--- config.mk ---
export PLATFORM = sky130hd
export DESIGN_NAME = game_state_ctl_flat
export DESIGN_NICKNAME = d
export VERILOG_FILES = /design/src/rtl/game_state_ctl_pkg.sv /design/src/rtl/game_state_ctl_if.sv /design/src/rtl/game_state_ctl_rise_edge.sv /design/src/rtl/game_state_ctl.sv /design/src/flat_wrapper.sv
export SDC_FILE = /design/constraint.sdc
export NUM_CORES = 1
export LEC_CHECK = 0
export ABC_CLOCK_PERIOD_IN_PS = 6900
export CORE_UTILIZATION = 49
export DETAILED_ROUTE_END_ITERATION = 12
export MAX_ROUTING_LAYER = met4
export PLACE_DENSITY_LB_ADDON = 0.25
export SYNTH_ARGS = -nofsm -noshare
export SYNTH_HDL_FRONTEND = slang
export SYNTH_SLANG_ARGS = --single-unit
--- constraint.sdc ---
create_clock -name clk_40 -period 6.9 [get_ports clk_40]
set_input_delay 2.07 -clock clk_40 [delete_from_list [all_inputs] [get_ports clk_40]]
set_output_delay 2.07 -clock clk_40 [all_outputs]
set_load 0.01 [all_outputs]
--- src/rtl/game_state_ctl_pkg.sv ---
// Shared game-screen types and the pixel hit-box helper.
package game_state_ctl_pkg;

  typedef enum logic [1:0] {
    START   = 2'd0,
    LEVEL_1 = 2'd1,
    FINISH  = 2'd2
  } g_state;

  // Inclusive left/top edge, exclusive right/bottom edge; sums are 13 bits so they never wrap.
  function automatic logic in_box(
    input logic [11:0] x,
    input logic [11:0] y,
    input logic [12:0] bx,
    input logic [12:0] by,
    input logic [12:0] bw,
    input logic [12:0] bh
  );
    logic [12:0] xw;
    logic [12:0] yw;
    xw = {1'b0, x};
    yw = {1'b0, y};
    return (xw >= bx) && (xw < bx + bw) && (yw >= by) && (yw < by + bh);
  endfunction

endpackage

--- src/rtl/game_state_ctl_if.sv ---
// Frame/pointer/player inputs and the screen-select outputs of the game FSM.
interface game_state_ctl_if;

  logic                        vblnk;
  logic                        mouse_left;
  logic [11:0]                 xpos_mouse;
  logic [11:0]                 ypos_mouse;
  logic [11:0]                 xpos_player;
  logic [11:0]                 ypos_player;
  logic                        button_pressed;
  game_state_ctl_pkg::g_state  game_state;
  logic                        state_change;

  modport master (
    output vblnk, mouse_left, xpos_mouse, ypos_mouse,
           xpos_player, ypos_player, button_pressed,
    input  game_state, state_change
  );

  modport slave (
    input  vblnk, mouse_left, xpos_mouse, ypos_mouse,
           xpos_player, ypos_player, button_pressed,
    output game_state, state_change
  );

endinterface

--- src/rtl/game_state_ctl_rise_edge.sv ---
// Single-register rising-edge detector; pulse is high in the first cycle d is seen high.
module rise_edge (
  input  logic clk_40,
  input  logic rst,
  input  logic d,
  output logic pulse
);

  logic d_q;

  always_ff @(posedge clk_40 or posedge rst) begin
    if (rst) d_q <= 1'b0;
    else     d_q <= d;
  end

  assign pulse = d & ~d_q;

endmodule

--- src/rtl/game_state_ctl.sv ---
// Top-level game FSM: raises screen-change requests and commits them only on a vblnk rising edge.
module game_state_ctl
  import game_state_ctl_pkg::*;
#(
  parameter int unsigned START_BTN_X   = 350,
  parameter int unsigned START_BTN_Y   = 280,
  parameter int unsigned START_BTN_W   = 100,
  parameter int unsigned START_BTN_H   = 40,
  parameter int unsigned EXIT_X        = 740,
  parameter int unsigned EXIT_Y        = 500,
  parameter int unsigned EXIT_W        = 60,
  parameter int unsigned EXIT_H        = 80,
  parameter int unsigned EXIT_DWELL    = 30,
  parameter int unsigned FINISH_FRAMES = 300
) (
  input  logic               clk_40,
  input  logic               rst,
  game_state_ctl_if.slave    gs
);

  localparam int unsigned DW = $clog2(EXIT_DWELL + 1);
  localparam int unsigned FW = $clog2(FINISH_FRAMES);
  localparam logic [DW-1:0] DWELL_MAX = DW'(EXIT_DWELL);
  localparam logic [FW-1:0] FIN_LAST  = FW'(FINISH_FRAMES - 1);

  logic          click;
  logic          frame;
  logic          in_start;
  logic          in_exit;
  logic          state_legal;

  g_state        state_q,   state_d;
  g_state        target_q,  target_d;
  logic          change_q,  change_d;
  logic          pending_q, pending_d;
  logic [DW-1:0] dwell_q,   dwell_d;
  logic [FW-1:0] fin_q,     fin_d;
  logic [DW-1:0] dwell_inc;
  logic [FW-1:0] fin_inc;

  rise_edge u_click_edge (
    .clk_40 (clk_40),
    .rst    (rst),
    .d      (gs.mouse_left),
    .pulse  (click)
  );

  rise_edge u_frame_edge (
    .clk_40 (clk_40),
    .rst    (rst),
    .d      (gs.vblnk),
    .pulse  (frame)
  );

  assign in_start = in_box(gs.xpos_mouse, gs.ypos_mouse,
                           13'(START_BTN_X), 13'(START_BTN_Y),
                           13'(START_BTN_W), 13'(START_BTN_H));
  assign in_exit  = in_box(gs.xpos_player, gs.ypos_player,
                           13'(EXIT_X), 13'(EXIT_Y),
                           13'(EXIT_W), 13'(EXIT_H));

  assign state_legal = (state_q == START) || (state_q == LEVEL_1) || (state_q == FINISH);
  assign dwell_inc   = (dwell_q == DWELL_MAX) ? dwell_q : dwell_q + 1'b1;
  assign fin_inc     = fin_q + 1'b1;

  always_ff @(posedge clk_40 or posedge rst) begin
    if (rst) begin
      state_q   <= START;
      target_q  <= START;
      change_q  <= 1'b0;
      pending_q <= 1'b0;
      dwell_q   <= '0;
      fin_q     <= '0;
    end else begin
      state_q   <= state_d;
      target_q  <= target_d;
      change_q  <= change_d;
      pending_q <= pending_d;
      dwell_q   <= dwell_d;
      fin_q     <= fin_d;
    end
  end

  // Commit (registered pending) takes priority; request logic only runs while nothing is pending,
  // so a request raised on a frame cycle waits for the following frame.
  always_comb begin
    state_d   = state_q;
    target_d  = target_q;
    change_d  = 1'b0;
    pending_d = pending_q;
    dwell_d   = dwell_q;
    fin_d     = fin_q;

    if (frame && !state_legal) begin
      state_d   = START;
      change_d  = 1'b1;
      pending_d = 1'b0;
      dwell_d   = '0;
      fin_d     = '0;
    end else if (frame && pending_q) begin
      state_d   = target_q;
      change_d  = 1'b1;
      pending_d = 1'b0;
      dwell_d   = '0;
      fin_d     = '0;
    end else if (!pending_q) begin
      case (state_q)
        START: begin
          if (click && in_start) begin
            pending_d = 1'b1;
            target_d  = LEVEL_1;
          end
        end
        LEVEL_1: begin
          if (frame) begin
            if (in_exit && gs.button_pressed) begin
              dwell_d = dwell_inc;
              if (dwell_inc == DWELL_MAX) begin
                pending_d = 1'b1;
                target_d  = FINISH;
              end
            end else begin
              dwell_d = '0;
            end
          end
        end
        FINISH: begin
          if (frame) fin_d = fin_inc;
          if ((frame && fin_inc == FIN_LAST) || click) begin
            pending_d = 1'b1;
            target_d  = START;
          end
        end
        default: ;
      endcase
    end
  end

  assign gs.game_state   = state_q;
  assign gs.state_change = change_q;

endmodule

--- src/flat_wrapper.sv ---
// flat-port wrapper written by rule: the top's interface ports become plain ports
module game_state_ctl_flat import game_state_ctl_pkg::*;
#(
  parameter int unsigned START_BTN_X   = 350,
  parameter int unsigned START_BTN_Y   = 280,
  parameter int unsigned START_BTN_W   = 100,
  parameter int unsigned START_BTN_H   = 40,
  parameter int unsigned EXIT_X        = 740,
  parameter int unsigned EXIT_Y        = 500,
  parameter int unsigned EXIT_W        = 60,
  parameter int unsigned EXIT_H        = 80,
  parameter int unsigned EXIT_DWELL    = 30,
  parameter int unsigned FINISH_FRAMES = 300
)
  (clk_40, rst, gs_vblnk, gs_mouse_left, gs_xpos_mouse, gs_ypos_mouse, gs_xpos_player, gs_ypos_player, gs_button_pressed, gs_game_state, gs_state_change);
  game_state_ctl_if gs_i ();
  input  logic clk_40;
  input  logic rst;
  input wire logic [$bits(gs_i.vblnk)-1:0] gs_vblnk;
  input wire logic [$bits(gs_i.mouse_left)-1:0] gs_mouse_left;
  input wire logic [$bits(gs_i.xpos_mouse)-1:0] gs_xpos_mouse;
  input wire logic [$bits(gs_i.ypos_mouse)-1:0] gs_ypos_mouse;
  input wire logic [$bits(gs_i.xpos_player)-1:0] gs_xpos_player;
  input wire logic [$bits(gs_i.ypos_player)-1:0] gs_ypos_player;
  input wire logic [$bits(gs_i.button_pressed)-1:0] gs_button_pressed;
  output wire logic [$bits(gs_i.game_state)-1:0] gs_game_state;
  output wire logic [$bits(gs_i.state_change)-1:0] gs_state_change;
  assign gs_i.vblnk = gs_vblnk;
  assign gs_i.mouse_left = gs_mouse_left;
  assign gs_i.xpos_mouse = gs_xpos_mouse;
  assign gs_i.ypos_mouse = gs_ypos_mouse;
  assign gs_i.xpos_player = gs_xpos_player;
  assign gs_i.ypos_player = gs_ypos_player;
  assign gs_i.button_pressed = gs_button_pressed;
  assign gs_game_state = gs_i.game_state;
  assign gs_state_change = gs_i.state_change;
  game_state_ctl #(.START_BTN_X(START_BTN_X), .START_BTN_Y(START_BTN_Y), .START_BTN_W(START_BTN_W), .START_BTN_H(START_BTN_H), .EXIT_X(EXIT_X), .EXIT_Y(EXIT_Y), .EXIT_W(EXIT_W), .EXIT_H(EXIT_H), .EXIT_DWELL(EXIT_DWELL), .FINISH_FRAMES(FINISH_FRAMES)) u_core (.clk_40(clk_40), .rst(rst), .gs(gs_i));
endmodule
==> results.rst, run 1 <==
.. list-table::
   :header-rows: 1

   * - Metric
     - Value
   * - Util after Layout
     - 0.688
   * - Worst Hold Class
     - reg -> reg
   * - Final antenna-violating net count
     - 0
   * - Die area
     - 0.00348 mm²
   * - Min cycle time layout
     - 3930 ps
   * - Critical path arrival
     - 4170 ps
   * - Pin count of the biggest net entering global routing
     - 23
   * - Total of hold buffers inserted after clock tree synthesis
     - 0
   * - Max Cap Violations
     - 0
   * - Outcome
     - complete, no violations
   * - Setup repair after global routing missed its margin
     - false
   * - Critical path endpoint category
     - flop
   * - Crit path launch type
     - primary input
   * - CTS tree
     - done
   * - Die Span Y
     - 59.0 µm
   * - I/O pin count
     - 56
   * - Layout overhead on the synthesized area
     - 33.0%
   * - Count of H-tree levels built during CTS
     - 1
   * - Chip width
     - 59.0 µm
   * - Post-DR wirelength/cell
     - 13.3 µm
   * - Number of global-route vias before repair
     - 1,493
   * - Cell Pwr Density
     - 163 mW/mm²
   * - PnR Total Power
     - 0.345 mW
   * - Wire length after detailed routing
     - 3620 µm
   * - Share of cells above drive strength 1
     - 0.0524
   * - Worst-path fanout max
     - 3
   * - NumNets Final
     - 292
   * - Sink Count
     - 22
   * - Max-slew violations
     - 0
   * - Routed vias
     - 1,616
   * - Worst-case setup margin in the final layout
     - 2970 ps
   * - Fraction of the cycle the final worst path needs
     - 0.569
   * - Detailed Route Iter0 Violations
     - 46
   * - Clock latency of the later-clocked register in the worst-skew pair
     - 310 ps
   * - First-pass GRT wire length
     - 6050 µm
   * - Number of CTS-inserted buffers
     - 3
   * - Ant diodes
     - 0
   * - Instance area at placement
     - 0.00209 mm²
   * - Cell Count, Final, Fillers Out
     - 273
   * - Site Rows
     - 20
   * - Root buf cell
     - sky130_fd_sc_hd__clkbuf_4
   * - Sequential share of the synthesized area
     - 0.346
   * - Final cell area excluding filler cells
     - 0.00212 mm²
   * - Worst slew margin
     - 0.443
   * - Critical path class
     - in -> reg
   * - Average instance area after synthesis
     - 8.60 µm²
   * - Total leakage power
     - 0.873 nW
   * - Async set-reset flop share out of synthesis
     - 1.00
   * - I/O Buffers
     - 47
   * - Buffers from clock root to sink, at most
     - 2
   * - Placeable core region
     - 0.00308 mm²
   * - Post-route setup TNS
     - 0 ps
   * - Post-placement cell count
     - 270
   * - Gate count after technology mapping
     - 185
   * - Global route total overflow
     - 0
   * - Fin. Hold Viols
     - 0
   * - Maximum clock frequency
     - 255 MHz
   * - Synth Cell Area
     - 0.00159 mm²
   * - Worst hold slack
     - 520 ps
   * - Final Setup Violations
     - 0
   * - #FFs+latches synth
     - 22
   * - Primary flip-flop cell chosen by synthesis mapping
     - sky130_fd_sc_hd__dfrtp_1
   * - # resized after CTS
     - 0
   * - Detailed placer's ending HPWL
     - 2850 µm
   * - Number of flops mapped to enable cells by yosys
     - 0
   * - Global-route total usage across every layer
     - 0.228
   * - Number of antenna violations at the first check in global routing
     - 0
   * - Starting Density
     - 0.517
   * - Post-place setup slack
     - 2670 ps
   * - Clock tree skew after final layout
     - 1.96 ps
   * - Post-CTS Setup Bufs
     - 0
   * - 1st-pass router iterations
     - 4
   * - DRC errors left
     - 0
   * - Total number of yosys warnings
     - 0
   * - Number of distinct standard cells referenced by the synthesized netlist
     - 53
   * - Post-synthesis net count
     - 246
   * - Worst Path Required
     - 7140 ps
   * - Pin slew with the least headroom to its limit
     - 834 ps
   * - Clock transition time at the flip-flop clock pins of the worst setup and hold paths
     - 120 ps
   * - Via count normalized by instance count
     - 5.92
   * - GP Congestion
     - 0.870
   * - Maximum vdd drop
     - 0.000158 V
## where the power goes
group	switching [mW]	internal [mW]	leakage, nW	total (mW)
registers	0.0180	0.143	0.296	0.161
logic	0.0618	0.0640	0.563	0.126
clock network	0.0379	0.0204	0.0138	0.0583
## worst max-delay path: stages
cell and delay, ps:
sky130_fd_sc_hd__clkdlybuf4s50_1 420, sky130_fd_sc_hd__or4_1 520, sky130_fd_sc_hd__o211ai_1 170, sky130_fd_sc_hd__nand4_1 160, sky130_fd_sc_hd__a211o_1 340, sky130_fd_sc_hd__a211oi_2 270, sky130_fd_sc_hd__mux2i_1 210
## cell families (layout without fill, tap and decap cells)
family,Yosys count,count (layout),share of synthesized area
flip-flops,22,22,0.346
AO/OA/AOI/OAI,54,54,0.226
multiplexers,5,5,0.0314
adder cells (fa/ha/maj),8,8,0.0629
buffers and inverters,15,59,0.0354
AND/OR/NAND/NOR,78,78,0.281
XOR/XNOR,3,3,0.0165
## flip-flops by register name (all words and copies together), names as in the netlist
signal,cells
u_core.u_frame_edge.d_q,1
u_core.gs.state_change,1
u_core.dwell_q,5
u_core.pending_q,1
u_core.fin_q,9
u_core.target_q,2
u_core.u_click_edge.d_q,1
u_core.gs.game_state,2
## final timing paths
| path | to | slack [ps] | startpoint | cells past startpoint |
|---|---|---|---|---|
| worst max-delay path | u_core.target_q[0]$_DFFE_PP0P_ | 2970 | gs_xpos_mouse[3] | 7 |
| worst max register to register | u_core.target_q[0]$_DFFE_PP0P_ | 4430 | u_core.dwell_q[0]$_DFFE_PP0P_ | 8 |
| max in group asynchronous | u_core.fin_q[3]$_DFFE_PP0P_ | 4170 | rst | 2 |
| worst min-delay path | u_core.target_q[1]$_DFFE_PP0P_ | 520 | u_core.target_q[1]$_DFFE_PP0P_ | 1 |
| min in group asynchronous | u_core.dwell_q[0]$_DFFE_PP0P_ | 2210 | rst | 2 |
| worst min register to register | u_core.target_q[1]$_DFFE_PP0P_ | 520 | u_core.target_q[1]$_DFFE_PP0P_ | 1 |
## placed cells by master, fill, tap and decap left out, types with 4 or more instances in the layout
cell	n
sky130_fd_sc_hd__a21oi_1	6
sky130_fd_sc_hd__clkdlybuf4s50_1	47
sky130_fd_sc_hd__dfrtp_1	22
sky130_fd_sc_hd__ha_1	8
sky130_fd_sc_hd__inv_1	9
sky130_fd_sc_hd__mux2i_1	5
sky130_fd_sc_hd__nand2_1	12
sky130_fd_sc_hd__nand2b_1	4
sky130_fd_sc_hd__nand3_1	11
sky130_fd_sc_hd__nand4_1	7
sky130_fd_sc_hd__nor2_1	15
sky130_fd_sc_hd__nor2b_1	4
sky130_fd_sc_hd__o21ai_0	21
## cells in the mapped netlist, types with 2 or more instances
master / number / share of area
sky130_fd_sc_hd__inv_1: 9 / 0.021
sky130_fd_sc_hd__a22o_1: 2 / 0.011
sky130_fd_sc_hd__a211o_1: 2 / 0.011
sky130_fd_sc_hd__o21ai_0: 21 / 0.066
sky130_fd_sc_hd__a21oi_1: 6 / 0.019
sky130_fd_sc_hd__and3_1: 2 / 0.0079
sky130_fd_sc_hd__or4b_1: 2 / 0.013
sky130_fd_sc_hd__clkbuf_1: 6 / 0.014
sky130_fd_sc_hd__nand2_1: 12 / 0.028
sky130_fd_sc_hd__xnor2_1: 2 / 0.011
sky130_fd_sc_hd__or2_2: 2 / 0.0079
sky130_fd_sc_hd__nor4b_1: 2 / 0.011
sky130_fd_sc_hd__o31ai_1: 2 / 0.0094
sky130_fd_sc_hd__dfrtp_1: 22 / 0.35
sky130_fd_sc_hd__ha_1: 8 / 0.063
sky130_fd_sc_hd__or4_1: 3 / 0.014
sky130_fd_sc_hd__nor3_1: 3 / 0.0094
sky130_fd_sc_hd__nand2b_1: 4 / 0.016
sky130_fd_sc_hd__o21ai_1: 2 / 0.0063
sky130_fd_sc_hd__nor2_1: 15 / 0.035
sky130_fd_sc_hd__nand4_1: 7 / 0.028
sky130_fd_sc_hd__o41ai_1: 3 / 0.017
sky130_fd_sc_hd__nand3_1: 11 / 0.035
sky130_fd_sc_hd__nor2b_1: 4 / 0.016
sky130_fd_sc_hd__mux2i_1: 5 / 0.031
## routing by layer
layer / vias to the layer above / GRT usage / share of wire
met5: - / - / 0
met4: 0 / 0.0646 / 0.012
met3: 7 / 0.0328 / 0.073
met2: 65 / 0.412 / 0.50
met1: 753 / 0.262 / 0.42
li1: 791 / - / -
## cell type report
| cell class | count | area (µm²) |
|---|---|---|
| Clock buffer | 3 | 22.5 |
| Fill cell | 253 | 961 |
| Inverter | 9 | 33.8 |
| Multi-Input combinational cell | 148 | 985 |
| Sequential cell | 22 | 551 |
| Tap cell | 44 | 55.1 |
| Timing Repair Buffer | 47 | 470 |
Note: power is estimated with default switching activity, not from simulation.
==> inputs of run 2 (changes only) <==
- ABC_CLOCK_PERIOD_IN_PS: 6900 -> 4040
- CORE_UTILIZATION: 49 -> 45
- clock period: 6.9 -> 4.04 ns (I/O delays scaled with it)
==> run 2 against run 1 <==
  * Utilization decreased by 5.4 points
  * Clock skew about the same
  * Critical path type unchanged
  * Count of clock-buffer cells in the layout increased by 1
==> results.rst, run 2 (synthesized netlist as in run 1, its figures left out) <==
.. list-table::
   :header-rows: 1

   * - Metric
     - Value
   * - Worst Hold Class
     - reg -> reg
   * - Chip width
     - 61.5 µm
   * - Cell Count, Final, Fillers Out
     - 276
   * - Critical register-to-register path startpoint
     - u_core.dwell_q[0]$_DFFE_PP0P_
   * - Buffers from clock root to sink, at most
     - 2
   * - Total internal power
     - 0.409 mW
   * - NumNets Final
     - 292
   * - Final antenna-violating net count
     - 0
   * - Number of CTS-inserted buffers
     - 3
   * - Detailed placer's ending HPWL
     - 2840 µm
   * - Max Cap Violations
     - 0
   * - Pin slew with the least headroom to its limit
     - 859 ps
   * - Global route total overflow
     - 0
   * - Fin. Hold Viols
     - 0
   * - Final Setup Violations
     - 0
   * - Die Span Y
     - 61.5 µm
   * - Min cycle time layout
     - 2980 ps
   * - Area taken by multi-input logic gates
     - 985 µm²
   * - Startpoint of the most critical hold path
     - u_core.target_q[0]$_DFFE_PP0P_
   * - Worst Path Required
     - 4300 ps
   * - First-pass GRT wire length
     - 6040 µm
   * - Post-route setup TNS
     - 0 ps
   * - Ant diodes
     - 0
   * - Post-CTS Setup Bufs
     - 0
   * - Biggest registers after layout
     - u_core.fin_q (9), u_core.dwell_q (5)
   * - Sequential Area
     - 551 µm²
   * - Site Rows
     - 21
   * - Standard cell with the maximum stage delay on the critical path
     - sky130_fd_sc_hd__or4b_1
   * - Max reg flops
     - 9
   * - Wire length after detailed routing
     - 3700 µm
   * - Worst-path fanout max
     - 5
   * - Total leakage power
     - 0.880 nW
   * - Clock power share
     - 0.212
   * - Layout filler cell count
     - 322
   * - Placeable core region
     - 0.00336 mm²
   * - Cell Pwr Density
     - 289 mW/mm²
   * - Sink Count
     - 22
   * - Worst slew margin
     - 0.427
   * - GP Congestion
     - 0.822
   * - Net Switching
     - 0.208 mW
   * - Number of antenna violations at the first check in global routing
     - 0
   * - I/O Buffers
     - 47
   * - Starting Density
     - 0.473
   * - Cell family with most CP delay
     - simple AND/OR/NAND/NOR gates
   * - Stage delay of the slowest cell on the critical path
     - 520 ps
   * - Total of hold buffers inserted after clock tree synthesis
     - 0
   * - Most common cell after layout, fill and taps aside
     - sky130_fd_sc_hd__clkdlybuf4s50_1
   * - Critical path endpoint category
     - flop
   * - Number of global-route vias before repair
     - 1,439
   * - Die area
     - 0.00378 mm²
   * - Root buf cell
     - sky130_fd_sc_hd__clkbuf_4
   * - Maximum vdd drop
     - 0.000268 V
   * - Layout overhead on the synthesized area
     - 34.0%
   * - Critical-path cell list
     - clkdlybuf4s50_1 > or4b_1 > o21ai_1 > o211a_1 > or3b_4 > or3_1 > o21ai_2
   * - Crit path from
     - gs_xpos_player[7]
   * - Top reg by flops
     - u_core.fin_q
   * - Clock tree skew after final layout
     - 2.04 ps
   * - Critical path arrival
     - 3250 ps
   * - Critical path class
     - in -> reg
   * - Setup repair after global routing missed its margin
     - false
   * - Post-DR wirelength/cell
     - 13.4 µm
   * - Post-placement cell count
     - 272
   * - Critical path buffers and inverters
     - 1
   * - Clock latency of the later-clocked register in the worst-skew pair
     - 320 ps
   * - Routed vias
     - 1,559
   * - Count of H-tree levels built during CTS
     - 1
   * - Leading cell types in the layout, fill and taps excluded
     - 47 x sky130_fd_sc_hd__clkdlybuf4s50_1, 22 x sky130_fd_sc_hd__dfrtp_1, 21 x sky130_fd_sc_hd__o21ai_0
   * - Crit path launch type
     - primary input
   * - PnR Total Power
     - 0.617 mW
   * - Detailed Route Iter0 Violations
     - 25
   * - Outcome
     - complete, no violations
   * - # resized after CTS
     - 0
   * - CTS tree
     - done
   * - Switching power share of the total
     - 0.338
   * - 1st-pass router iterations
     - 4
   * - Clock transition time at the flip-flop clock pins of the worst setup and hold paths
     - 140 ps
   * - Via count normalized by instance count
     - 5.65
   * - Global-route total usage across every layer
     - 0.218
   * - Share of cells above drive strength 1
     - 0.0565
   * - Fraction of the cycle the final worst path needs
     - 0.739
   * - Register share of total power
     - 0.443
   * - Max-slew violations
     - 0
   * - Combinational cell fraction of total power
     - 0.345
   * - Maximum clock frequency
     - 335 MHz
   * - I/O pin count
     - 56
   * - Pin count of the biggest net entering global routing
     - 23
   * - DRC errors left
     - 0
[run 2: cell count changes in the layout (fill, tap and decap cells not counted), sizes merged]
cell	previous run	this run
clkbuf	3	4
[run 2: cell type report]
cell class                 instances  area share
clock buffer                       4      0.0170
inverter                           9      0.0158
multi-input combinational        148       0.462
sequential                        22       0.258
tap                               46      0.0270
timing repair buffer              47       0.221
[run 2: power by group through the flow]
stage                     Sequential (mW)  Clock [mW]  Combinational (mW)
final                               0.273       0.131               0.213
after global routing                0.277       0.139               0.245
after CTS                           0.273       0.132               0.217
after detailed placement            0.277           0               0.214
after global placement              0.276           0               0.209
after floorplan                     0.275           0               0.119
[run 2: path summary, 6_finish.rpt]
path | to | slack, ps | cells after the start
min in group asynchronous | u_core.fin_q[7]$_DFFE_PP0P_ | 1350 | 2
max reg2reg | u_core.target_q[0]$_DFFE_PP0P_ | 1670 | 8
min | u_core.target_q[0]$_DFFE_PP0P_ | 530 | 2
max | u_core.dwell_q[0]$_DFFE_PP0P_ | 1060 | 7
min reg2reg | u_core.target_q[0]$_DFFE_PP0P_ | 530 | 2
max in group asynchronous | u_core.fin_q[2]$_DFFE_PP0P_ | 2160 | 2
[run 2: metal layers]
metal	vias to the layer above	global-route usage	wire, µm
met2	55	0.370	1730
met3	2	0.0273	280
met1	713	0.277	1670
li1	789	-	-
met5	-	-	0
met4	0	0.0508	25
[run 2: per-stage QoR]
step           utilization  setup slack, ps  instance area [µm²]  hold slack, ps
2_1_floorplan            -             1250                 1590             470
3_3_place_gp         0.624              716                 2100             505
3_5_place_dp         0.624              707                 2100             505
4_1_cts              0.634             1040                 2130             534
5_1_grt              0.634              841                 2130             571
6_report             0.634             1060                 2130             527
[run 2: worst register-to-register path, cell delays in order, from the launching register on]
cell                       delay (ps)
sky130_fd_sc_hd__dfrtp_1          400
sky130_fd_sc_hd__inv_1            100
sky130_fd_sc_hd__ha_1             250
sky130_fd_sc_hd__and4_4           210
sky130_fd_sc_hd__or4_1            460
sky130_fd_sc_hd__a211oi_1         250
sky130_fd_sc_hd__nand3_1          180
sky130_fd_sc_hd__a211oi_2         270
sky130_fd_sc_hd__mux2i_1          190
